File: src/rtl/ddr2_local_burst_master.sv
// ddr2_local_burst_master
//   Turns one (write/read, start word address, length) command into a sequence of
//   DDR2 controller local-interface bursts of at most MAX_BURST beats.
//   Optional build macro: DDR2_LBM_BOUNDARY_SPLIT_EN -- when defined, no burst crosses
//   a MAX_BURST-aligned address boundary; when undefined, bursts ignore alignment.
//   Handshake semantics: cmd_* and wr_* transfer on any cycle where valid & ready are
//   both high; the producer holds valid and payload stable until that cycle. The read
//   return stream (rd_valid/rd_data) is valid-only with no backpressure.
//   dbg_state exposes the FSM state encoding (IDLE=0, WR=1, RD_REQ=2, RD_WAIT=3, DONE=4).
module ddr2_local_burst_master #(
  parameter int ADDR_W    = 24,
  parameter int DATA_W    = 32,
  parameter int BE_W      = 4,
  parameter int SIZE_W    = 3,
  parameter int MAX_BURST = 4,
  parameter int LEN_W     = 16,
  parameter int MAX_OUTST = 16
) (
  input  logic              clk,
  input  logic              reset,
  input  logic              cmd_valid,
  output logic              cmd_ready,
  input  logic              cmd_write,
  input  logic [ADDR_W-1:0] cmd_addr,
  input  logic [LEN_W-1:0]  cmd_len,
  input  logic [DATA_W-1:0] wr_data,
  input  logic              wr_valid,
  output logic              wr_ready,
  output logic [DATA_W-1:0] rd_data,
  output logic              rd_valid,
  output logic              busy,
  output logic              done,
  input  logic              local_init_done,
  input  logic              local_ready,
  output logic [ADDR_W-1:0] local_address,
  output logic [SIZE_W-1:0] local_size,
  output logic              local_burstbegin,
  output logic              local_write_req,
  output logic              local_read_req,
  output logic [BE_W-1:0]   local_be,
  output logic [DATA_W-1:0] local_wdata,
  input  logic [DATA_W-1:0] local_rdata,
  input  logic              local_rdata_valid,
  output logic [2:0]        dbg_state
);

  // Wide enough for MAX_OUTST plus one in-flight burst.
  localparam int OUT_W = $clog2(MAX_OUTST + MAX_BURST + 1);

  typedef enum logic [2:0] {
    S_IDLE    = 3'd0,
    S_WR      = 3'd1,
    S_RD_REQ  = 3'd2,
    S_RD_WAIT = 3'd3,
    S_DONE    = 3'd4
  } state_t;

  state_t            state, state_n;
  logic [ADDR_W-1:0] addr_q, addr_n;
  logic [LEN_W-1:0]  rem_q, rem_n;
  logic [SIZE_W-1:0] beat_q, beat_n;
  logic [OUT_W-1:0]  outst_q, outst_n;
  logic [LEN_W-1:0]  cap, bsz_len;
  logic [SIZE_W-1:0] bsz;
  logic              can_issue, issue, ret;

  assign local_be  = {BE_W{1'b1}};
  assign dbg_state = state;

  // Size of the burst starting at addr_q; addr_q/rem_q only move at burst ends,
  // so this stays constant for the whole burst.
  always_comb begin
`ifdef DDR2_LBM_BOUNDARY_SPLIT_EN
    cap = LEN_W'(MAX_BURST) - LEN_W'(addr_q % ADDR_W'(MAX_BURST));
`else
    cap = LEN_W'(MAX_BURST);
`endif
    bsz_len   = (rem_q < cap) ? rem_q : cap;
    bsz       = SIZE_W'(bsz_len);
    can_issue = (32'(outst_q) + 32'(bsz)) <= 32'(MAX_OUTST);
    // Returns with nothing outstanding (e.g. left over from before a reset) are dropped.
    ret       = local_rdata_valid && (outst_q != '0);
  end

  // Next-state, datapath updates and local/user interface outputs.
  always_comb begin
    state_n          = state;
    addr_n           = addr_q;
    rem_n            = rem_q;
    beat_n           = beat_q;
    issue            = 1'b0;
    cmd_ready        = 1'b0;
    wr_ready         = 1'b0;
    busy             = (state != S_IDLE);
    done             = 1'b0;
    local_address    = '0;
    local_size       = '0;
    local_burstbegin = 1'b0;
    local_write_req  = 1'b0;
    local_read_req   = 1'b0;
    local_wdata      = '0;
    case (state)
      S_IDLE: begin
        cmd_ready = local_init_done;
        if (cmd_valid && local_init_done) begin
          addr_n = cmd_addr;
          rem_n  = cmd_len;
          beat_n = '0;
          if (cmd_len == '0)  state_n = S_DONE;
          else if (cmd_write) state_n = S_WR;
          else                state_n = S_RD_REQ;
        end
      end
      S_WR: begin
        local_address    = addr_q;
        local_size       = bsz;
        local_write_req  = wr_valid;
        wr_ready         = local_ready;
        local_wdata      = wr_data;
        local_burstbegin = wr_valid && (beat_q == '0);
        if (wr_valid && local_ready) begin
          if (SIZE_W'(beat_q + SIZE_W'(1)) == bsz) begin
            beat_n = '0;
            addr_n = addr_q + ADDR_W'(bsz);
            rem_n  = rem_q - LEN_W'(bsz);
            if (rem_q == LEN_W'(bsz)) state_n = S_DONE;
          end else begin
            beat_n = beat_q + SIZE_W'(1);
          end
        end
      end
      S_RD_REQ: begin
        local_address    = addr_q;
        local_size       = bsz;
        // Outstanding count never grows while a request waits, so once raised
        // the request stays up until local_ready.
        local_read_req   = can_issue;
        local_burstbegin = can_issue;
        if (can_issue && local_ready) begin
          issue  = 1'b1;
          addr_n = addr_q + ADDR_W'(bsz);
          rem_n  = rem_q - LEN_W'(bsz);
          if (rem_q == LEN_W'(bsz)) state_n = S_RD_WAIT;
        end
      end
      S_RD_WAIT: begin
        if ((outst_q == '0) && !rd_valid) state_n = S_DONE;
      end
      S_DONE: begin
        done    = 1'b1;
        state_n = S_IDLE;
      end
      default: state_n = S_IDLE;
    endcase
    outst_n = outst_q + (issue ? OUT_W'(bsz) : OUT_W'(0)) - (ret ? OUT_W'(1) : OUT_W'(0));
  end

  // State, counters and the one-stage read return register.
  always_ff @(posedge clk or posedge reset) begin
    if (reset) begin
      state    <= S_IDLE;
      addr_q   <= '0;
      rem_q    <= '0;
      beat_q   <= '0;
      outst_q  <= '0;
      rd_valid <= 1'b0;
      rd_data  <= '0;
    end else begin
      state    <= state_n;
      addr_q   <= addr_n;
      rem_q    <= rem_n;
      beat_q   <= beat_n;
      outst_q  <= outst_n;
      rd_valid <= ret;
      if (ret) rd_data <= local_rdata;
    end
  end

endmodule

File: config.mk
export PLATFORM = sky130hd
export DESIGN_NAME = ddr2_local_burst_master
export DESIGN_NICKNAME = d
export VERILOG_FILES = /design/src/rtl/ddr2_local_burst_master.sv
export SDC_FILE = /design/constraint.sdc
export NUM_CORES = 1
export LEC_CHECK = 0
export CAP_MARGIN = 20
export CELL_PAD_IN_SITES_DETAIL_PLACEMENT = 2
export CELL_PAD_IN_SITES_GLOBAL_PLACEMENT = 2
export CORE_MARGIN = 3
export CORE_UTILIZATION = 24
export CTS_CLUSTER_DIAMETER = 100
export CTS_CLUSTER_SIZE = 30
export DETAILED_ROUTE_END_ITERATION = 7
export PLACE_DENSITY = 0.82
export SYNTH_ARGS = -nofsm -noshare
export SYNTH_HDL_FRONTEND = slang
export SYNTH_SLANG_ARGS = --single-unit
File: constraint.sdc
create_clock -name clk -period 5 [get_ports clk]
set_input_delay 1.25 -clock clk [delete_from_list [all_inputs] [get_ports clk]]
set_output_delay 1.25 -clock clk [all_outputs]
set_load 0.02 [all_outputs]
==> results of run 1 <==
==> registers in the layout, summed over array words and instances (netlist names) <==
signal,count
addr_q,24
rd_valid,1
dbg_state,3
outst_q,5
beat_q,3
rem_q,16
rd_data,32
==> worst min-delay path, delay by kind of cell, from the launching register on <==
family	cells	cell delay, ns
and+or+nand+nor	2	0.10
DFF	1	0.34
==> synth_stat cells, drive strengths merged, types with 3 or more instances <==
master	number
o21a	3
xor2	5
fa	3
a21oi	55
a211oi	6
nand4	3
buf	17
nor2	34
a2bb2oi	4
and3	37
o2bb2ai	11
xnor2	4
nand2	135
or4	5
nor4	20
a31oi	8
a31o	3
inv	33
a21o	7
and2	21
nor3	22
o22ai	8
dfrtp	84
o31ai	4
o21ai	26
o311a	3
or3	9
ha	18
clkbuf	28
nand2b	6
nand3	11
==> layer usage <==
layer	vias to the layer above	part of all wire, %
met4	0	1.8
met1	2933	44
met3	24	4.2
li1	2748	-
met2	137	50
met5	-	0
==> power breakdown <==
part | switching (uW) | leakage, uW | internal (uW)
Combinational | 1080 | 0.00243 | 865
Clock | 321 | 0.000145 | 396
Sequential | 197 | 0.00102 | 883
Total | 1600 | 0.00360 | 2140
==> through the flow <==
step	area [um^2]	std cells
6_report	8325	1163
5_1_grt	8325	1163
4_1_cts	8274	1160
3_5_place_dp	7941	1144
3_3_place_gp	7941	1144
2_1_floorplan	5451	667
==> layout make-up <==
| class | count | area share (%) |
|---|---|---|
| Clock buffer | 9 | 2.705 |
| Clock inverter | 7 | 0.9919 |
| Inverter | 33 | 1.503 |
| Multi-Input combinational cell | 505 | 36.58 |
| Sequential cell | 84 | 25.25 |
| Tap cell | 280 | 4.208 |
| Timing Repair Buffer | 245 | 28.76 |
==> final timing paths <==
check	startpoint	endpoint	slack [ns]
min in group asynchronous	reset	addr_q[13]	1.19
min	rd_data[25]	rd_data[25]	0.48
min reg2reg	rd_data[25]	rd_data[25]	0.48
max in group asynchronous	reset	rd_data[18]	2.77
max	rem_q[15]	local_read_req	0.15
max reg2reg	rem_q[15]	outst_q[4]	0.37
==> cell families (layout without fill, tap and decap cells) <==
kind of cell | after synthesis | after routing
flops | 84 | 84
xor+xnor | 9 | 9
mux | 3 | 3
fa+ha+maj | 21 | 21
other cells | 1 | 5
compound gates | 155 | 155
buf+inv | 78 | 294
simple gates | 312 | 312
==> repair_timing <==
action	in CTS	in global routing
endpoints found under the setup margin	3	2
setup buffers	0	2
hold buffers	0	0
resized for setup	8	8
pin swaps	0	1
gates cloned	0	0
==> results.md, run 1 <==
- In the final design database the tool counted 1011 nets.
- The count of max-cap constraint violations is 0.
- Setup violations remaining at the end of the flow were counted as 0.
- Headroom to the max-slew limit came out at roughly two fifths.
- The count of final max-slew check failures was 0.
- For the pin with the worst max-slew slack, the measured transition is between 0.9 and 1 ns.
- The cell depth of the worst min-delay path is 2.
- The tightest min-delay check is of the flip-flop to flip-flop type.
- Counting buffers and inverters, the worst setup path is 10 cells deep.
- The initial standard-cell utilization of the core is between 20% and 30%.
- The category of the most critical setup path is flip-flop to primary output.
- The smallest clock period supported by the final layout is computed as ~4.8 ns.
- In this run the power density over the cells is about 450 nW/um^2.
- The count of cells along the worst register-to-register path is 20.
- The global routing usage on met2 is between 30 and 40%.
- Hold is met by approximately 0.48 ns.
- The number of design-rule violations left by the first detailed-router iteration is between 200 and 250.
- The maximum clock insertion buffer count is 2.
- The average size of a mapped cell is between 8 and 9 um^2.
- The met1 demand-to-capacity share in global routing is 22.25%.
- The hold violation count in the final report is 0.
- For this block, the routed nets add up to 21920 um of wire.
- The number of buffer and inverter instances along the worst setup path is 1.
- The count of input and output buffers is roughly 210.
- The netlist uses 62 different library cells.
- The share of post-route cells with drive strength above 1 is under 10%.
- The count of yosys warnings during synthesis is 0.
- The number of sinks driven by the clock tree is 84.
- Dividing the detail-routed via count by the number of cells gives 5.023.
- In the final timing run, aggregate negative setup slack is 0 ns.
- The number of buffers inserted during clock tree synthesis is 9.
- The cell type with the highest aggregate area in the netlist is sky130_fd_sc_hd__dfrtp_1.
- The worst setup slack after layout is 0.1505 ns.
- The count of standard-cell rows is 54.
- The die is approximately 160 um tall.
- The global-route wire length before repair is 34260 um.
- Summing the areas of all and, or, nand and nor instances in the mapped netlist gives between 20% and 30% of the synthesized area.
- Multiplexer cells account for less than 1% of the synthesized area.
- Yosys mapped a number of flops with a built-in enable equal to 0.
- The cell type of the slowest stage on the worst timing path is sky130_fd_sc_hd__or4_4.
- The count of nets left with antenna violations once routing finished came out at 0.
- For this run the aggregate overflow at the end of global routing stands at 0.
- The library cell used most frequently in the layout, excluding fill and tap cells, is sky130_fd_sc_hd__clkdlybuf4s50_1.
- The largest single stage delay on the critical path is 0.58 ns.
- In the synthesized netlist the dominant register cell turns out to be sky130_fd_sc_hd__dfrtp_1.
- The most common cell type on the critical path is sky130_fd_sc_hd__nor3_4.
- The area fraction in compound gates after synthesis is 19.08%.
- Clock latency on the worst-skew pair, taken at its later pin, is 0.35 ns.
- In the synthesized netlist the async set-or-reset flop fraction comes to 100.0%.
- The layout has 2449 filler cells.
- The area taken by flip-flops and latches is roughly 2100 um^2.
- The number of antenna diodes in the final layout is 0.
- Clock-pin slew was measured on the worst setup and hold paths at approximately 0.070 ns.
- The leakage power is between 0.003 and 0.004 uW.
- In the post-synthesis netlist, the biggest area contributors are sky130_fd_sc_hd__dfrtp_1 39%, sky130_fd_sc_hd__nand2_1 9.3%, sky130_fd_sc_hd__a21oi_1 4.9%.
- The top cell types in the final layout, fill and taps aside, are 211 x sky130_fd_sc_hd__clkdlybuf4s50_1, 135 x sky130_fd_sc_hd__nand2_1, 84 x sky130_fd_sc_hd__dfrtp_1.
- The signal on the critical path passes through or4_4, nor4_4, and2_4, ha_2, fa_2, nor3_4, a22oi_2, a21o_1, nor3_4, dlygate4sd2_1.
- The die is 156.5 um wide.
- The upper clock frequency limit is 206.2 MHz.
- TritonCTS built the clock tree.
- The largest family of logic cells by synthesized area is simple AND/OR/NAND/NOR gates.
- The clock arrives with roughly 0.011 ns of skew.
- The first detailed-routing pass ran for 4 iterations.
- The number of antenna violations at the first check in global routing is 0.
- The clock tree synthesis step divided the H-tree into 3 levels.
- Setup repair after global routing left no endpoint under its margin.
- In the finished design, the share of the clock period the worst path needs comes to a little over nine tenths.
- The flow ran to the end, and the final reports show no timing, DRC or antenna violations.
- The area growth from synthesis to layout is 53.14%.
- The via count of the first global-routing pass was 6206.
- Prior to clock tree synthesis, the placed netlist has a worst setup slack of -0.1079 ns.
- The proportion of synthesized chip area in sequential cells is a little under 40%.
- The required time of the critical path is roughly 3.8 ns.
- The worst setup path is launched from a flip-flop.
- The total global routing track utilization is ~18%.
- around 220 I/O pins were placed.
- Of the total synthesized cell area, the portion taken by full adders, half adders and majority gates is between 5 and 6%.
- The multi-input gate area in the final layout is roughly 3000 um^2.
- The layer flagged by global routing as most heavily used is met2.
- The mean routed wirelength per cell is between 15 and 20 um.
- The endpoint class of the critical path is a primary output.
- The total power draw is between 3000 and 4000 uW.
- The cell at the root of the clock tree is sky130_fd_sc_hd__clkbuf_16.
- The register bit count reported by yosys is between 80 and 90.
- The worst vdd rail ir drop is roughly 0.19 mV.
- The core region is around 22000 um^2.
- Synthesis produced a netlist whose cell count is 663.
- Entering global routing, the biggest net connects 54 pins.
- The maximum fanout count along the critical path is 3.
- The total die area is ~24000 um^2.
- The top-area cell type share of the netlist area is approximately two fifths.
- The weighted congestion reported at the end of routability-driven placement is 0.8260.
- The endpoint arrival time on the critical path is roughly 3.6 ns.
- In the global route stage, met3 resource usage came out at about 3.1%.
- The number of vias in the routed layout is around 6000.
- The synthesized cell area is between 5000 and 6000 um^2.
- For this run, design rule violations remaining after detail routing come to 0.
- The synthesized netlist devotes approximately 1.4% of its cell area to XOR and XNOR gates.
- The fraction of the core area covered by cells at the end of the flow is 37.80%.
- The sum of net half-perimeters after detailed placement is between 15000 and 20000 um.
- The cell family contributing the most delay on the critical path is simple AND/OR/NAND/NOR gates.
Note: power is estimated with default switching activity, not from simulation.
==> run 2: changes to the inputs <==
- CELL_PAD_IN_SITES_DETAIL_PLACEMENT: 2 -> not set
- CELL_PAD_IN_SITES_GLOBAL_PLACEMENT: 2 -> not set
- CORE_UTILIZATION: 24 -> 40
- PLACE_DENSITY: 0.82 -> 0.77
==> results.md, run 2 (synthesis results as in run 1) <==
- The run finished with clean final reports.
- The mean routed wirelength per cell came to 16.34 um (-13%).
- The total die area is 15030 um^2 (-39%).
- The fraction of the cycle the final worst path needs was 94.59% (-2.4 points).
- The weighted congestion reported at the end of routability-driven placement is 0.9468 (+15%).
- The vertical die dimension is 122.6 um (-22%).
- The leftover overflow at the end of global routing is 0 (unchanged).
- The clock transition at the register clock pins on the worst setup and hold paths after CTS is 0.06 ns (about the same).
- TritonCTS built the clock tree.
- The count of final max-slew check failures is 0 (unchanged).
- The relative max-transition margin is 36.96% (-2.2 points).
- The upper clock frequency limit was 211.4 MHz (+2.5%).
- The number of antenna repair diodes came to 0 (unchanged).
- The maximum fanout count along the critical path is 4 (+1).
- The number of vias in the routed layout is 5736 (-1.8%).
- The layout net count came to 1007 (-0.40%).
- The number of remaining DRC errors is 0 (unchanged).
- The number of primary I/O pins is 218 (unchanged).
- The clock period minus final worst setup slack is 4.730 ns (-0.1197 ns).
- The pre-CTS setup slack is 0.09417 ns (+0.2020 ns).
- The hold violation count in the final report is 0 (unchanged).
- The number of design-rule violations left by the first detailed-router iteration was 424 (+99%).
- The count of cells along the worst register-to-register path came to 20 (unchanged).
- The category of the most critical setup path is flip-flop to primary output.
- The antenna violation net count after detailed routing is 0 (unchanged).
- The slew at the pin closest to its max-slew limit is 0.9444 ns (+0.03493 ns).
- The power density over the cells came to 445.5 nW/um^2 (-1.0%).
- The top cell types in the final layout, fill and taps aside, are 211 x sky130_fd_sc_hd__clkdlybuf4s50_1, 135 x sky130_fd_sc_hd__nand2_1, 84 x sky130_fd_sc_hd__dfrtp_1.
- The worst setup slack after layout is 0.2703 ns (+0.1197 ns).
- The required time of the critical path is 3.75 ns (about the same).
- The area inside the core boundary is 12930 um^2 (-41%).
- The wire length on met1 is 7147 um (-26%).
- The initial standard-cell utilization of the core is 42.05% (+17 points).
- The count of hold buffers inserted by post-cts repair came to 0 (unchanged).
- The number of filler cells placed in the layout is 1112 (-55%).
- The leakage power came to 0.003567 uW (-0.83%).
- In the final layout, the registers with the most flip-flops are rd_data (32), addr_q (24), rem_q (16).
- The number of flip-flops in the largest register is 32 (unchanged).
- The met2 wire length is 8307 um (-24%).
- The area growth from synthesis to layout is 48.95%.
- The most frequent standard cell in the layout excluding fill and tap cells is sky130_fd_sc_hd__clkdlybuf4s50_1.
- The count of standard-cell rows is 41 (-24%).
- The final setup skew is 0.01008 ns (-0.0004361 ns).
- STA classifies the critical path endpoint as a primary output.
- The number of antenna violations at the first check in global routing was 0 (unchanged).
- The iteration count of the initial detailed-routing pass came to 5 (+1).
- The number of sinks driven by the clock tree was 84 (unchanged).
- The type of the worst min-delay path is flip-flop to flip-flop.
- The routed length on met3 came to 1461 um (+60%).
- The largest net degree at the start of global routing is 70 (+30%).
- The detailed-route wire length came to 17180 um (-22%).
- The cell at the root of the clock tree is sky130_fd_sc_hd__clkbuf_16.
- The area taken by flip-flops and latches is 2102 um^2 (unchanged).
- The setup total negative slack was 0 ns (unchanged).
- Setup repair after global routing left no endpoint under its margin.
- The worst hold slack across all endpoints is 0.4734 ns (-0.002742 ns).
- The cell depth of the worst min-delay path was 2 (unchanged).
- The maximum level of the CTS H-tree is 3 (unchanged).
- The source-to-sink clock delay at the later pin of the worst-skew pair came to 0.34 ns (about the same).
- The per-cell via count in the routed design is 5.458 (+8.6%).
- The share of post-route cells with drive strength above 1 is 7.736% (-1.1 points).
- The worst vdd rail ir drop was 0.1878 mV (+0.23%).
- The global-route wire length before repair is 28040 um (-18%).
- The multi-input gate area in the final layout came to 3010 um^2 (-1.2%).
- The count of input and output buffers was 213 (unchanged).
- The sum of net half-perimeters after detailed placement came to 12860 um (-21%).
- The via count of the first global-routing pass was 5714 (-7.9%).
- The maximum clock insertion buffer count came to 2 (unchanged).
- The register name with the most flops is rd_data.
- The count of max-cap constraint violations is 0 (unchanged).
- The detailed router used layers up to and including met4.
- The endpoint arrival time on the critical path is 3.48 ns (-0.12 ns).
- The number of buffers inserted during clock tree synthesis was 9 (unchanged).
- The total global routing track utilization is 22.99% (+5.4 points).
- The count of final setup violators is 0 (unchanged).
- The worst setup path is launched from a flip-flop.
- The horizontal die dimension is 122.6 um (-22%).
## run 2: cell types whose count changed in the layout (fill, tap and decap cells not counted), moves of 2 or more
cell                       delta
sky130_fd_sc_hd__inv_6        -2
sky130_fd_sc_hd__buf_12       -2
sky130_fd_sc_hd__nor3_4       -2
sky130_fd_sc_hd__nor3_2       +2
sky130_fd_sc_hd__clkbuf_8     +2
## run 2: area by class of cell
type / count / area share [%]
multi-input cells: 505 / 37.18
repair buffers: 241 / 28.80
flip-flops and latches: 84 / 25.96
inverters: 33 / 1.545
clock buffers: 11 / 3.121
well taps: 172 / 2.658
clock inverters: 5 / 0.7417
## run 2: path summary, 6_finish.rpt
path                        startpoint              to  slack [ns]
max                          rem_q[15]  local_read_req        0.27
min reg2reg                rd_data[17]     rd_data[17]        0.47
max in group asynchronous        reset     rd_data[20]        2.64
min in group asynchronous        reset      addr_q[15]        1.43
min                        rd_data[17]     rd_data[17]        0.47
max reg2reg                  rem_q[15]      outst_q[4]        0.48
## run 2: repair_timing
action | in CTS | in global routing
setup endpoints to repair | 2 | 3
gates resized for setup | 3 | 5
buffers inserted | 0 | 0
gates cloned | 0 | 0
## run 2: metrics by stage
step	cells	utilization [%]	power (uW)	area, um^2
finish	1051	62.64	3608	8098
global route	1051	62.64	3870	8098
CTS	1051	62.63	3615	8097
detailed placement	1035	60.22	2910	7785
global placement	1035	60.22	2854	7785
floorplan	667	-	2176	5451
## run 2: per-layer routing
layer / GRT usage (%) / vias to the layer above
li1: - / 2749
met1: 29.45 / 2726
met2: 38.03 / 240
met3: 6.267 / 21
met4: 6.928 / 0
met5: 0 / -
## run 2: critical path: stages (launching register included)
cell and delay [ns]:
sky130_fd_sc_hd__dfrtp_1 0.39, sky130_fd_sc_hd__or4_1 0.63, sky130_fd_sc_hd__nor4_4 0.21, sky130_fd_sc_hd__and2_1 0.20, sky130_fd_sc_hd__ha_1 0.20, sky130_fd_sc_hd__fa_1 0.45, sky130_fd_sc_hd__nor3_2 0.24, sky130_fd_sc_hd__a22oi_1 0.09
sky130_fd_sc_hd__a21o_1 0.20, sky130_fd_sc_hd__nor3_2 0.17, sky130_fd_sc_hd__buf_4 0.18, sky130_fd_sc_hd__clkbuf_2 0.17
## run 2: report_power, final
part / internal (uW) / total [uW] / leakage [uW] / switching (uW)
clock network: 415 / 689 / 0.000152 / 274
registers: 884 / 1080 / 0.00102 / 192
logic: 842 / 1840 / 0.00239 / 1000
total: 2140 / 3610 / 0.00357 / 1470
==> run 3: changes to the inputs <==
- PLACE_DENSITY: 0.77 -> 0.75
==> results.md, run 3 (synthesis results as in run 1) <==
- The flow ran to the end, and the final reports show no timing, DRC or antenna violations.
- The number of sinks driven by the clock tree is 84 (unchanged).
- Setup repair after global routing left no endpoint under its margin.
- The maximum level of the CTS H-tree came to 3 (unchanged).
- The cell at the root of the clock tree is sky130_fd_sc_hd__clkbuf_16.
- The area inside the core boundary is 12930 um^2 (unchanged).
- The multi-input gate area in the final layout is 3010 um^2 (unchanged).
- The maximum clock insertion buffer count is 2 (unchanged).
- The sum of net half-perimeters after detailed placement is 12610 um (-1.9%).
- The number of antenna repair diodes was 0 (unchanged).
- The clock transition at the register clock pins on the worst setup and hold paths after CTS was 0.07 ns (about the same).
- The category of the most critical setup path is flip-flop to primary output.
- The clock period minus final worst setup slack is 4.813 ns (+0.08366 ns).
- The upper clock frequency limit is 207.8 MHz (-1.7%).
- The number of design-rule violations left by the first detailed-router iteration is 505 (+19%).
- The area taken by flip-flops and latches is 2102 um^2 (unchanged).
- The most frequent standard cell in the layout excluding fill and tap cells is sky130_fd_sc_hd__clkdlybuf4s50_1.
- The hold violation count in the final report was 0 (unchanged).
- The power density over the cells came to 446.5 nW/um^2 (+0.23%).
- The worst hold slack across all endpoints was 0.4767 ns (+0.003305 ns).
- The slew at the pin closest to its max-slew limit is 0.8875 ns (-0.05693 ns).
- The via count of the first global-routing pass is 5520 (-3.4%).
- The source-to-sink clock delay at the later pin of the worst-skew pair is 0.35 ns (about the same).
- The endpoint arrival time on the critical path is 3.56 ns (+0.08 ns).
- The worst register-to-register path begins at rem_q[9].
- The setup total negative slack is 0 ns (unchanged).
- The number of antenna violations at the first check in global routing is 0 (unchanged).
- The horizontal die dimension is 122.6 um (unchanged).
- The mean routed wirelength per cell is 16.47 um (+0.80%).
- Leaving out fill and tap cells, the most frequent cells in the layout are 211 x sky130_fd_sc_hd__clkdlybuf4s50_1, 135 x sky130_fd_sc_hd__nand2_1, 84 x sky130_fd_sc_hd__dfrtp_1.
- The count of final setup violators is 0 (unchanged).
- The global-route wire length before repair was 27260 um (-2.8%).
- The largest registers in the layout are rd_data (32), addr_q (24), rem_q (16).
- The maximum cell stage delay along the critical path came to 0.60 ns (-0.03 ns).
- The count of input and output buffers is 213 (unchanged).
- The iteration count of the initial detailed-routing pass is 5 (unchanged).
- The largest net degree at the start of global routing is 70 (unchanged).
- The fraction of the cycle the final worst path needs is 96.27% (+1.7 points).
- The area growth from synthesis to layout is 48.35%.
- The slowest stage of the critical path belongs to the cell sky130_fd_sc_hd__or4_4.
- The count of hold buffers inserted by post-cts repair is 0 (unchanged).
- The initial standard-cell utilization of the core is 42.05% (unchanged).
- The maximum fanout count along the critical path is 7 (+3).
- The required time of the critical path is 3.75 ns (about the same).
- The layout net count is 1001 (-0.60%).
- The post-layout instance area came to 8065 um^2 (-0.40%).
- The type of the worst min-delay path is flip-flop to flip-flop.
- The leakage power is 0.003530 uW (-1.0%).
- The total die area was 15030 um^2 (unchanged).
- The number of buffers inserted during clock tree synthesis was 9 (unchanged).
- The placement-stage cell area is 7732 um^2 (-0.68%).
- The share of post-route cells with drive strength above 1 is 7.102% (-0.63 points).
- The leftover overflow at the end of global routing came to 0 (unchanged).
- STA classifies the critical path startpoint as a flip-flop.
- The vertical die dimension was 122.6 um (unchanged).
- The register name with the most flops is rd_data.
- The number of flip-flops in the largest register is 32 (unchanged).
- The count of final max-slew check failures was 0 (unchanged).
- The number of primary I/O pins is 218 (unchanged).
- The most critical setup path has its startpoint at rem_q[9].
- The number of filler cells placed in the layout is 1104 (-0.72%).
- The number of vias in the routed layout is 5724 (-0.21%).
- The worst hold path begins at rd_data[17].
- The weighted congestion reported at the end of routability-driven placement is 0.9424 (-0.46%).
- The per-cell via count in the routed design is 5.478 (+0.36%).
- The number of remaining DRC errors is 0 (unchanged).
- The count of max-cap constraint violations is 0 (unchanged).
- The antenna violation net count after detailed routing is 0 (unchanged).
- The endpoint class of the critical path is a primary output.
- The critical path goes through or4_4, nor4_4, buf_4, inv_1, ha_1, a21oi_1, or3_1, a22oi_1, a21o_1, nor3_2, a31o_2, clkbuf_2.
- The total global routing track utilization is 22.70% (-0.29 points).
- The relative max-transition margin is 40.83% (+3.9 points).
- The count of standard-cell rows is 41 (unchanged).
- The final setup skew is 0.007947 ns (-0.002133 ns).
- TritonCTS built the clock tree.
- The worst vdd rail ir drop is 0.2337 mV (+24%).
- The detailed-route wire length came to 17220 um (+0.22%).
==> run 3: layout make-up <==
class / count / area share [%]
repair buffers: 235 / 28.51
flip-flops and latches: 84 / 26.06
clock inverters: 5 / 0.7446
multi-input cells: 505 / 37.33
clock buffers: 11 / 3.134
inverters: 33 / 1.551
well taps: 172 / 2.668
==> run 3: through the flow <==
step / std cells / setup slack, ns / total power (uW) / utilization (%)
after global routing: 1045 / 0.004750 / 3847 / 62.39
after detailed placement: 1028 / 0.06272 / 2896 / 59.81
after global placement: 1028 / 0.1200 / 2838 / 59.81
after floorplan: 667 / 0.09391 / 2176 / -
after CTS: 1044 / 0.02265 / 3615 / 62.26
final: 1045 / 0.1866 / 3601 / 62.39
==> run 3: final timing paths <==
kind / slack, ns / end / cells after the start
min in group asynchronous: 1.20 / addr_q[14] / 2
worst min register to register: 0.48 / rd_data[17] / 2
worst max register to register: 0.41 / outst_q[4] / 20
worst max-delay path: 0.19 / local_burstbegin / 12
worst min-delay path: 0.48 / rd_data[17] / 2
max in group asynchronous: 3.10 / addr_q[21] / 3
==> run 3: what timing repair did <==
action                                  4_1_cts  5_1_grt
resized for setup                             4        4
buffers inserted                              0        0
endpoints found under the setup margin        2        2
endpoints found under the hold margin         0        0
==> run 3: critical path: cells and delay by family, from the launching register on <==
family                   cells  cell delay (ns)
AO/OA/AOI/OAI                4             0.69
adder cells (fa/ha/maj)      1             0.32
buffers and inverters        3             0.49
flip-flops                   1             0.44
AND/OR/NAND/NOR              4             1.26
==> run 3: where the power goes <==
part,switching (uW),internal [uW],total [uW]
combinational,983,829,1810
sequential,205,884,1090
clock,286,414,701
total,1470,2130,3600
==> run 3: per-layer routing <==
| layer | vias to the layer above | share of wire (%) | global-route usage [%] |
|---|---|---|---|
| li1 | 2742 | - | - |
| met1 | 2730 | 43 | 29.62 |
| met2 | 238 | 47 | 36.76 |
| met3 | 14 | 8.7 | 6.959 |
| met4 | 0 | 0.89 | 6.018 |
| met5 | - | 0 | 0 |
